--- src/rtl/cnn_maxpool_3x3_s2_pkg.sv ---
// Shared definitions for the 3x3 / stride-2 / pad-1 float max-pool block.
// FpWidth is the IEEE-754 single-precision word width used by the CNN datapath.
package cnn_maxpool_3x3_s2_pkg;

   localparam int unsigned FpWidth = 32;

   // Role of the current input row in the vertical reduction.
   typedef enum logic [1:0] {
      RowFirst,  // row 0: seed the column buffer
      RowEven,   // even row > 0: fold into the column buffer
      RowOdd     // odd row: emit a pooled pixel, then reseed with this row
   } row_kind_e;

endpackage

--- src/rtl/cnn_maxpool_3x3_s2_if.sv ---
// Pixel stream interface of the max-pool block.
//   valid_in / pxl_in        : input pixel stream (channel-major, raster order)
//   valid_out / pxl_out      : pooled pixel stream, one-cycle valid pulse per pixel
//   frame_done               : pulses with the last pooled pixel of the last channel
// master = pixel source / sink side, slave = the pooling block.
interface cnn_maxpool_3x3_s2_if
   import cnn_maxpool_3x3_s2_pkg::*;
#(
   parameter int unsigned DATA_WIDTH = FpWidth
) ();

   logic                  valid_in;
   logic [DATA_WIDTH-1:0] pxl_in;
   logic                  valid_out;
   logic [DATA_WIDTH-1:0] pxl_out;
   logic                  frame_done;

   modport master (
      output valid_in,
      output pxl_in,
      input  valid_out,
      input  pxl_out,
      input  frame_done
   );

   modport slave (
      input  valid_in,
      input  pxl_in,
      output valid_out,
      output pxl_out,
      output frame_done
   );

endinterface

--- src/rtl/cnn_maxpool_3x3_s2_fp_max.sv ---
// Combinational maximum of two IEEE-754 floats using an ordered integer key:
// positive values get the sign bit flipped, negative values are fully inverted,
// so an unsigned compare of the keys orders the floats (-0 sorts below +0).
//   a_i   : stored operand, returned on a tie
//   b_i   : incoming operand
//   max_o : the larger of the two
module cnn_maxpool_3x3_s2_fp_max
   import cnn_maxpool_3x3_s2_pkg::*;
#(
   parameter int unsigned DATA_WIDTH = FpWidth
) (
   input  logic [DATA_WIDTH-1:0] a_i,
   input  logic [DATA_WIDTH-1:0] b_i,
   output logic [DATA_WIDTH-1:0] max_o
);

   logic [DATA_WIDTH-1:0] key_a;
   logic [DATA_WIDTH-1:0] key_b;

   always_comb begin
      key_a = a_i[DATA_WIDTH-1] ? ~a_i : {1'b1, a_i[DATA_WIDTH-2:0]};
      key_b = b_i[DATA_WIDTH-1] ? ~b_i : {1'b1, b_i[DATA_WIDTH-2:0]};
      // Strict compare keeps the stored operand on ties.
      max_o = (key_b > key_a) ? b_i : a_i;
   end

endmodule

--- src/rtl/cnn_maxpool_3x3_s2.sv ---
// 3x3, stride-2, pad-1 max pooling over a streamed float feature map.
// The window is reduced separably: horizontally with a one-pixel carry plus a
// partial max (hacc), vertically with a half-width column buffer (vbuf). Padding
// is handled by never feeding out-of-image positions into a compare.
//   clk         : single clock, rising edge
//   reset       : synchronous active-high reset
//   bus (slave) : valid_in/pxl_in in, valid_out/pxl_out/frame_done out
module cnn_maxpool_3x3_s2
   import cnn_maxpool_3x3_s2_pkg::*;
#(
   parameter int unsigned DATA_WIDTH   = FpWidth,
   parameter int unsigned IMAGE_WIDTH  = 24,
   parameter int unsigned IMAGE_HEIGHT = 24,
   parameter int unsigned CHANNEL_NUM  = 64
) (
   input  logic                 clk,
   input  logic                 reset,
   cnn_maxpool_3x3_s2_if.slave  bus
);

   localparam int unsigned HalfW = IMAGE_WIDTH / 2;
   localparam int unsigned ColW  = $clog2(IMAGE_WIDTH);
   localparam int unsigned RowW  = $clog2(IMAGE_HEIGHT);
   localparam int unsigned ChW   = (CHANNEL_NUM > 1) ? $clog2(CHANNEL_NUM) : 1;
   // IMAGE_WIDTH is even, so col >> 1 needs exactly one bit less than col.
   localparam int unsigned OxW   = ColW - 1;

   logic [ColW-1:0]       col_q, col_d;
   logic [RowW-1:0]       row_q, row_d;
   logic [ChW-1:0]        ch_q, ch_d;
   logic [DATA_WIDTH-1:0] hacc_q, hacc_d;
   logic [DATA_WIDTH-1:0] carry_q, carry_d;
   logic [DATA_WIDTH-1:0] pxl_out_q, pxl_out_d;
   logic                  valid_out_q, valid_out_d;
   logic                  frame_done_q, frame_done_d;

   // No reset: row 0 of every channel writes each entry before it is read.
   logic [DATA_WIDTH-1:0] vbuf_q [HalfW];
   logic [OxW-1:0]        ox;
   logic                  vbuf_we;
   logic [DATA_WIDTH-1:0] vbuf_wdata;
   logic [DATA_WIDTH-1:0] vbuf_rdata;

   logic [DATA_WIDTH-1:0] hcar_max;  // max(carry, pixel): left half of the window row
   logic [DATA_WIDTH-1:0] h_max;     // full 3-wide row maximum
   logic [DATA_WIDTH-1:0] v_max;     // column buffer folded with the row maximum

   logic      last_col, last_row, last_ch;
   row_kind_e row_kind;

   assign ox         = col_q[ColW-1:1];
   assign vbuf_rdata = vbuf_q[ox];

   cnn_maxpool_3x3_s2_fp_max #(.DATA_WIDTH(DATA_WIDTH)) u_max_carry (
      .a_i   (carry_q),
      .b_i   (bus.pxl_in),
      .max_o (hcar_max)
   );

   cnn_maxpool_3x3_s2_fp_max #(.DATA_WIDTH(DATA_WIDTH)) u_max_row (
      .a_i   (hacc_q),
      .b_i   (bus.pxl_in),
      .max_o (h_max)
   );

   cnn_maxpool_3x3_s2_fp_max #(.DATA_WIDTH(DATA_WIDTH)) u_max_col (
      .a_i   (vbuf_rdata),
      .b_i   (h_max),
      .max_o (v_max)
   );

   always_comb begin
      last_col = (col_q == ColW'(IMAGE_WIDTH - 1));
      last_row = (row_q == RowW'(IMAGE_HEIGHT - 1));
      last_ch  = (ch_q == ChW'(CHANNEL_NUM - 1));
      if (row_q == '0) begin
         row_kind = RowFirst;
      end else if (row_q[0]) begin
         row_kind = RowOdd;
      end else begin
         row_kind = RowEven;
      end
   end

   always_comb begin
      col_d        = col_q;
      row_d        = row_q;
      ch_d         = ch_q;
      hacc_d       = hacc_q;
      carry_d      = carry_q;
      pxl_out_d    = pxl_out_q;
      valid_out_d  = 1'b0;
      frame_done_d = 1'b0;
      vbuf_we      = 1'b0;
      vbuf_wdata   = h_max;

      if (bus.valid_in) begin
         // Raster position counters.
         if (last_col) begin
            col_d = '0;
            if (last_row) begin
               row_d = '0;
               ch_d  = last_ch ? '0 : ch_q + ChW'(1);
            end else begin
               row_d = row_q + RowW'(1);
            end
         end else begin
            col_d = col_q + ColW'(1);
         end

         if (!col_q[0]) begin
            // Column 0 has no left neighbour, so the stale carry is ignored.
            hacc_d = (col_q == '0) ? bus.pxl_in : hcar_max;
         end else begin
            carry_d = bus.pxl_in;
            vbuf_we = 1'b1;
            unique case (row_kind)
               RowFirst: vbuf_wdata = h_max;
               RowEven:  vbuf_wdata = v_max;
               RowOdd: begin
                  // This row is also the top row of the next output window.
                  vbuf_wdata   = h_max;
                  pxl_out_d    = v_max;
                  valid_out_d  = 1'b1;
                  frame_done_d = last_row && last_col && last_ch;
               end
               default: vbuf_wdata = h_max;
            endcase
         end
      end
   end

   always_ff @(posedge clk) begin
      if (reset) begin
         col_q        <= '0;
         row_q        <= '0;
         ch_q         <= '0;
         hacc_q       <= '0;
         carry_q      <= '0;
         pxl_out_q    <= '0;
         valid_out_q  <= 1'b0;
         frame_done_q <= 1'b0;
      end else begin
         col_q        <= col_d;
         row_q        <= row_d;
         ch_q         <= ch_d;
         hacc_q       <= hacc_d;
         carry_q      <= carry_d;
         pxl_out_q    <= pxl_out_d;
         valid_out_q  <= valid_out_d;
         frame_done_q <= frame_done_d;
      end
   end

   always_ff @(posedge clk) begin
      if (vbuf_we) begin
         vbuf_q[ox] <= vbuf_wdata;
      end
   end

   assign bus.pxl_out    = pxl_out_q;
   assign bus.valid_out  = valid_out_q;
   assign bus.frame_done = frame_done_q;

endmodule

--- src/flat_wrapper.sv ---
// flat-port wrapper written by rule: the top's interface ports become plain ports
module cnn_maxpool_3x3_s2_flat import cnn_maxpool_3x3_s2_pkg::*;
#(
   parameter int unsigned DATA_WIDTH   = FpWidth,
   parameter int unsigned IMAGE_WIDTH  = 24,
   parameter int unsigned IMAGE_HEIGHT = 24,
   parameter int unsigned CHANNEL_NUM  = 64
)
  (clk, reset, bus_valid_in, bus_pxl_in, bus_valid_out, bus_pxl_out, bus_frame_done);
  cnn_maxpool_3x3_s2_if #(.DATA_WIDTH(DATA_WIDTH)) bus_i ();
  input  logic clk;
  input  logic reset;
  input wire logic [$bits(bus_i.valid_in)-1:0] bus_valid_in;
  input wire logic [$bits(bus_i.pxl_in)-1:0] bus_pxl_in;
  output wire logic [$bits(bus_i.valid_out)-1:0] bus_valid_out;
  output wire logic [$bits(bus_i.pxl_out)-1:0] bus_pxl_out;
  output wire logic [$bits(bus_i.frame_done)-1:0] bus_frame_done;
  assign bus_i.valid_in = bus_valid_in;
  assign bus_i.pxl_in = bus_pxl_in;
  assign bus_valid_out = bus_i.valid_out;
  assign bus_pxl_out = bus_i.pxl_out;
  assign bus_frame_done = bus_i.frame_done;
  cnn_maxpool_3x3_s2 #(.DATA_WIDTH(DATA_WIDTH), .IMAGE_WIDTH(IMAGE_WIDTH), .IMAGE_HEIGHT(IMAGE_HEIGHT), .CHANNEL_NUM(CHANNEL_NUM)) u_core (.clk(clk), .reset(reset), .bus(bus_i));
endmodule
--- config.mk ---
export PLATFORM = sky130hd
export DESIGN_NAME = cnn_maxpool_3x3_s2_flat
export DESIGN_NICKNAME = d
export VERILOG_FILES = /design/src/rtl/cnn_maxpool_3x3_s2_pkg.sv /design/src/rtl/cnn_maxpool_3x3_s2_if.sv /design/src/rtl/cnn_maxpool_3x3_s2_fp_max.sv /design/src/rtl/cnn_maxpool_3x3_s2.sv /design/src/flat_wrapper.sv
export SDC_FILE = /design/constraint.sdc
export NUM_CORES = 1
export LEC_CHECK = 0
export ABC_AREA = 0
export CAP_MARGIN = 20
export CORE_MARGIN = 1.5
export CORE_UTILIZATION = 50
export CTS_CLUSTER_SIZE = 24
export DETAILED_ROUTE_END_ITERATION = 10
export PLACE_DENSITY = 0.7
export SLEW_MARGIN = 20
export SYNTH_ARGS = -nofsm -noshare
export SYNTH_HDL_FRONTEND = slang
export SYNTH_SLANG_ARGS = --single-unit
--- constraint.sdc ---
create_clock -name clk -period 7.4 [get_ports clk]
set_clock_uncertainty 0.2 [all_clocks]
set_input_delay 1.48 -clock clk [delete_from_list [all_inputs] [get_ports clk]]
set_output_delay 1.48 -clock clk [all_outputs]
set_load 0.02 [all_outputs]
==> impl_metrics.tcl, run 1 <==
set metrics [dict create \
    status "complete, no violations" \
    grt_max_degree 87 \
    cpMostUsedCell "buf_4" \
    pre_cts_ws_ns -0.105 \
    dieHeight_um 220 \
    worstPathRequired_ns 7.48 \
    vias_per_cell 5.93 \
    dpl_cell_area_sq_um 25700 \
    start_util_pct 50.7 \
    rsz0062_at_grt "no" \
    post_cts_buffers 0 \
    cap_violations 0 \
    synth_area_sq_um 23600 \
    clk_latency_ns 0.62 \
    synth_top_flop_cell "edfxtp_1" \
    path_delay_family "buffers and inverters" \
    synth_commonest_cells "edfxtp_1, a21oi_1, nor2_1, mux2i_1, dfxtp_1" \
    timing.final.max_slew_violations 0 \
    synthTopCellsByArea "edfxtp_1, dfxtp_1, mux4_2" \
    seqPwrFrac_pct 46.0 \
    ys_seq_elements 502 \
    synth-edff-count 384 \
    clock-root-buffer "clkbuf_16" \
    hold_ws_ns 0.282 \
    drc 0 \
    powerDensity_nw_per_um2 257 \
    cts_htree_levels 2 \
    utilization_pct 58.7 \
    setup_viol 0 \
    layout.cells.non_filler 2465 \
    synth_nets 1826 \
    area_growth_syn_to_layout_pct 15.8 \
    coreArea_sq_um 46600 \
    p_leak_nw 9.46 \
    cp-end-kind "flop" \
    fin_crit_ns 6.99 \
    drive_gt1_share_pct 16.4 \
    fp.dieArea_sq_um 48500 \
    worst-setup-path-type "input port to flop" \
    grt_pass1_wl_mm 87.6 \
    crit_fanout 15 \
    ys_seq_area_share_pct 58.8 \
    async_flop_share_pct 0 \
    yosysMostFrequentCell "edfxtp_1" \
    numCtsBuffers 50 \
    internal-power_mw 5.18 \
    p_sw_share_pct 26.2 \
    worstPathCellList "clkdlybuf4s50_1 > xor2_1 > ha_1 > a21oi_1 > nand2_1 > a221oi_1 > buf_4 > a31oi_1 > o22ai_4 > buf_12 > mux2i_1 > buf_4 > xor2_1 > ha_1 > nand4_1 > nor4_1 > buf_4 > a21boi_0 > or4b_4 > a32oi_4 > nand2_4 > buf_4 > mux2i_1" \
    cts_resized 0 \
    holdCritPathClass "flop to flop" \
    grt-ovfl-total 0 \
    yosysTopAreaCell "edfxtp_1" \
    first_pass_iters 5 \
    design_area_sq_um 27300 \
    power.share.clock_pct 36.8 \
    cts.sinks 502 \
    max_slew_margin_pct 33.1 \
    arrival_ns 7.07 \
    ant_nets 0 \
    antenna_found_initial 0 \
    fin_setup_tns_ns 0 \
    hold_viol 0 \
    start_kind "input port" \
    dpl.hpwl_mm 35.7 \
    worst_slack_ns 0.408 \
    ir_worst_vdd_v 0.000210 \
    io_buffers 68 \
    antennaDiodeCount 0 \
    wl_per_cell_um 23.6 \
    nets 1953 \
    globalplace.congestion 0.826 \
    cts_tree "built" \
    postSynthCellCount 1690 \
    ys_types 54 \
    yosys_warnings 0 \
    drtIter0Drc 1612 \
    grt_pass1_vias 14500 \
    max-clock-path-buffers 3 \
    power.switching_mw 1.84 \
    std_cell_rows 79 \
    drt-total-wl_mm 58.1 \
    tightest_slew_ns 1.00 \
    synth.avg_cell_area_sq_um 14.0 \
    track_usage_pct 24.3 \
    power.share.combinational_pct 17.2 \
    fmax_mhz 143 \
    die_w_um 220 \
    path_clk_slew_ns 0.06 \
    finalPower_mw 7.02 \
    max_stage_delay_ns 0.71 \
    io_pins 69 \
    crit_buf_inv 6 \
    crit_slowest_cell "mux2i_1" \
    fin_crit_sh_pct 94.5 \
    post-place-cells 2372 \
    cts_hold_buf 0 \
    vias 14600 \
    netlist.area_leader.share_pct 48.8 \
]
routing by layer:
| metal | track usage [%] | wire length [um] | vias to the layer above |
|---|---|---|---|
| met2 | 39.6 | 27500 | 554 |
| met3 | 3.85 | 4390 | 79 |
| met5 | 0 | 0 | - |
| met1 | 34.4 | 25100 | 7340 |
| li1 | - | - | 6650 |
| met4 | 5.69 | 1050 | 0 |
final timing paths:
check,cells past startpoint,endpoint,slack (ns),startpoint
setup / recovery,23,u_core.vbuf_q[2][27],0.41,bus_pxl_in[14]
hold reg to reg,2,u_core.ch_q[1],0.28,u_core.ch_q[1]
setup reg to reg,22,u_core.vbuf_q[2][27],0.81,u_core.hacc_q[31]
hold / removal,2,u_core.ch_q[1],0.28,u_core.ch_q[1]
flip-flops by register name, indices dropped and copies added (netlist names), named ones only:
register,cells
u_core.vbuf_q,384
u_core.row_q,5
u_core.col_q,5
u_core.carry_q,32
u_core.bus.valid_out,1
u_core.ch_q,6
u_core.bus.frame_done,1
u_core.hacc_q,32
u_core.bus.pxl_out,32
worst min-delay path: stages (launching register included):
cell	delay [ns]
dfxtp_1	0.32
nand2_1	0.06
a21oi_1	0.05
power groups by stage:
stage / Combinational (mW) / Sequential, mW / Clock [mW]
2_1_floorplan: 0.808 / 3.26 / 0
3_3_place_gp: 1.16 / 3.29 / 0
3_5_place_dp: 1.19 / 3.29 / 0
4_1_cts: 1.20 / 3.23 / 2.63
5_1_grt: 1.32 / 3.23 / 2.73
6_report: 1.21 / 3.23 / 2.58
final cells by class:
cell class | count | area (sq um)
Fill cell | 3553 | 19200
Sequential cell | 502 | 13900
Multi-Input combinational cell | 1079 | 9340
Timing Repair Buffer | 176 | 1640
Clock buffer | 69 | 1350
Tap cell | 607 | 759
Clock inverter | 24 | 312
Inverter | 8 | 30.0
placed cells by master, fill, tap and decap left out, types with 7 or more instances in the layout:
master | synthesis | layout
a211oi_1 | 34 | 34
a21o_1 | 10 | 10
a21oi_1 | 135 | 135
and4_1 | 7 | 7
buf_12 | 0 | 8
buf_4 | 5 | 98
clkbuf_1 | 52 | 16
clkbuf_16 | 0 | 50
clkdlybuf4s50_1 | 0 | 66
clkinv_1 | 0 | 7
dfxtp_1 | 118 | 112
edfxtp_1 | 384 | 384
ha_1 | 101 | 101
inv_1 | 8 | 8
mux2i_1 | 127 | 127
mux4_2 | 96 | 96
nand2_1 | 106 | 105
nand3_1 | 13 | 13
nand4_1 | 14 | 14
nor2_1 | 129 | 120
nor2_4 | 0 | 9
nor3b_1 | 34 | 34
o21ai_0 | 41 | 41
xnor2_1 | 94 | 94
xor2_1 | 67 | 67
cells by family (layout without fill, tap and decap cells):
kind of cell    after synthesis  in the layout  synth area share, %
buf+inv                     109            277                 2.11
fa+ha+maj                   101            101                 5.35
xor+xnor                    161            161                 5.97
simple gates                344            344                 6.88
compound gates              249            249                 6.22
mux                         224            224                 14.6
flops                       502            502                 58.8
Note: power is estimated with default switching activity, not from simulation.
==> run 2, diff against run 1 <==
- CAP_MARGIN: 20 -> 30
- CORE_UTILIZATION: 50 -> 55
- PLACE_DENSITY: 0.7 -> 0.76
==> impl_metrics.tcl, run 2 (same netlist as run 1, synthesis figures left out) <==
set metrics [dict create \
    drtIter0Drc 1412 \
    cp-end-kind "flop" \
    cts.sinks 502 \
    power.switching_mw 1.83 \
    regMostFlops "u_core.vbuf_q" \
    crit_fanout 13 \
    start_kind "input port" \
    holdCritPathClass "flop to flop" \
    cts_hold_buf 0 \
    worst_slack_ns 0.416 \
    post-place-cells 2287 \
    max_slew_margin_pct 31.8 \
    p_leak_nw 9.42 \
    crit_slowest_cell "mux2i_1" \
    clock-root-buffer "clkbuf_16" \
    grt_pass1_vias 14900 \
    max-clock-path-buffers 3 \
    vias 14700 \
    drc 0 \
    min-delay-start "u_core.ch_q[1]" \
    crit_buf_inv 6 \
    max_stage_delay_ns 0.72 \
    timing.final.max_slew_violations 0 \
    dpl.hpwl_mm 35.2 \
    ant_nets 0 \
    worst-setup-path-type "input port to flop" \
    finalPower_mw 7.09 \
    power.share.combinational_pct 17.1 \
    power.share.clock_pct 37.5 \
    nets 1938 \
    fill_cells 2955 \
    layout.cells.non_filler 2382 \
    worstPathCellList "clkdlybuf4s50_1 > xor2_1 > ha_1 > nand4_1 > nor4_1 > buf_4 > nand2_1 > a31oi_1 > o22ai_4 > buf_4 > mux2i_1 > buf_4 > xor2_1 > ha_1 > nand4_1 > nor4_1 > buf_4 > a21boi_0 > or4b_4 > a32oi_4 > nand2_4 > buf_12 > mux2i_1" \
    fp.dieArea_sq_um 44200 \
    ir_worst_vdd_v 0.000151 \
    grt-ovfl-total 0 \
    std_cell_rows 75 \
    fin_crit_sh_pct 94.4 \
    pre_cts_ws_ns -0.187 \
    coreArea_sq_um 42100 \
    clk_latency_ns 0.60 \
    rsz0062_at_grt "no" \
    arrival_ns 7.06 \
    grt_pass1_wl_mm 87.7 \
    cts_htree_levels 2 \
    p_sw_share_pct 25.8 \
    seqPwrFrac_pct 45.4 \
    layout_common_cells "edfxtp_1, a21oi_1, mux2i_1" \
    cap_violations 0 \
    tightest_slew_ns 1.02 \
    start_util_pct 56.0 \
    vias_per_cell 6.17 \
    post_cts_buffers 0 \
    wl_per_cell_um 24.4 \
    reg2reg_from "u_core.hacc_q[31]" \
    fmax_mhz 143 \
    setup_viol 0 \
    dieHeight_um 210 \
    antennaDiodeCount 0 \
    worstPathRequired_ns 7.47 \
    cpMostUsedCell "buf_4" \
    globalplace.congestion 0.861 \
    drt-total-wl_mm 58.1 \
    path_delay_family "simple AND/OR/NAND/NOR gates" \
    first_pass_iters 5 \
    area_growth_syn_to_layout_pct 15.4 \
    track_usage_pct 26.5 \
    io_pins 69 \
    status "complete, no violations" \
    grt_max_degree 72 \
    numCtsBuffers 49 \
    io_buffers 68 \
    path_clk_slew_ns 0.06 \
    hold_viol 0 \
    mostFrequentLayoutCell "edfxtp_1" \
    cts_tree "built" \
    powerDensity_nw_per_um2 260 \
    fin_crit_ns 6.98 \
    crit_path_start "bus_pxl_in[27]" \
    cts_resized 0 \
    critical_path_depth 23 \
    hold_depth 2 \
    worstRegToRegCells 23 \
    largest_reg_flops 384 \
    drive_gt1_share_pct 16.0 \
    internal-power_mw 5.26 \
    antenna_found_initial 1 \
    die_w_um 210 \
]
run 2: cell count changes in the layout (fill, tap and decap cells not counted), sizes merged:
cell      before  now
buf          110   96
clkinvlp       1    6
inv           10    9
clkbuf        69   61
bufinv         6    9
run 2: tightest hold or removal path, delay by kind of cell (launching register included):
family           cells  cell delay, ns
flip-flops           1            0.32
AO/OA/AOI/OAI        1            0.05
AND/OR/NAND/NOR      1            0.06
run 2: power by group through the flow:
| stage | registers (mW) | clock network, mW | logic (mW) |
|---|---|---|---|
| 3_5_place_dp | 3.28 | 0 | 1.19 |
| 3_3_place_gp | 3.28 | 0 | 1.15 |
| 2_1_floorplan | 3.26 | 0 | 0.808 |
| 4_1_cts | 3.22 | 2.68 | 1.20 |
| 6_report | 3.22 | 2.66 | 1.21 |
| 5_1_grt | 3.22 | 2.78 | 1.33 |
run 2: final timing paths:
check | end | slack [ns]
worst max register to register | u_core.vbuf_q[8][30] | 0.91
worst min register to register | u_core.ch_q[1] | 0.28
worst max-delay path | u_core.vbuf_q[8][30] | 0.42
worst min-delay path | u_core.ch_q[1] | 0.28
run 2: metrics by stage:
stage | instance area, sq um | TNS [ns] | hold WS, ns | util [%]
6_report | 27300 | 0 | 0.281 | 64.7
5_1_grt | 27300 | 0 | 0.306 | 64.7
4_1_cts | 27200 | 0 | 0.283 | 64.5
3_5_place_dp | 25500 | -32.03 | 0.275 | 60.4
3_3_place_gp | 25400 | -1.68 | 0.263 | 60.3
2_1_floorplan | 23600 | 0 | 0.254 | -
run 2: area by class of cell:
type / count / area (sq um) / area share [%]
Multi-Input combinational cell: 1079 / 9340 / 34.2
Inverter: 8 / 30.0 / 0.110
Clock buffer: 61 / 1300 / 4.78
Sequential cell: 502 / 13900 / 51.0
Tap cell: 539 / 674 / 2.47
Timing Repair Buffer: 162 / 1600 / 5.86
Clock inverter: 31 / 415 / 1.52
run 2: routing by layer:
layer  share of wire [%]  track usage [%]
met1                  41             36.4
met4                 2.6             7.99
met5                   0                0
met2                  48             43.1
met3                 8.5             5.15
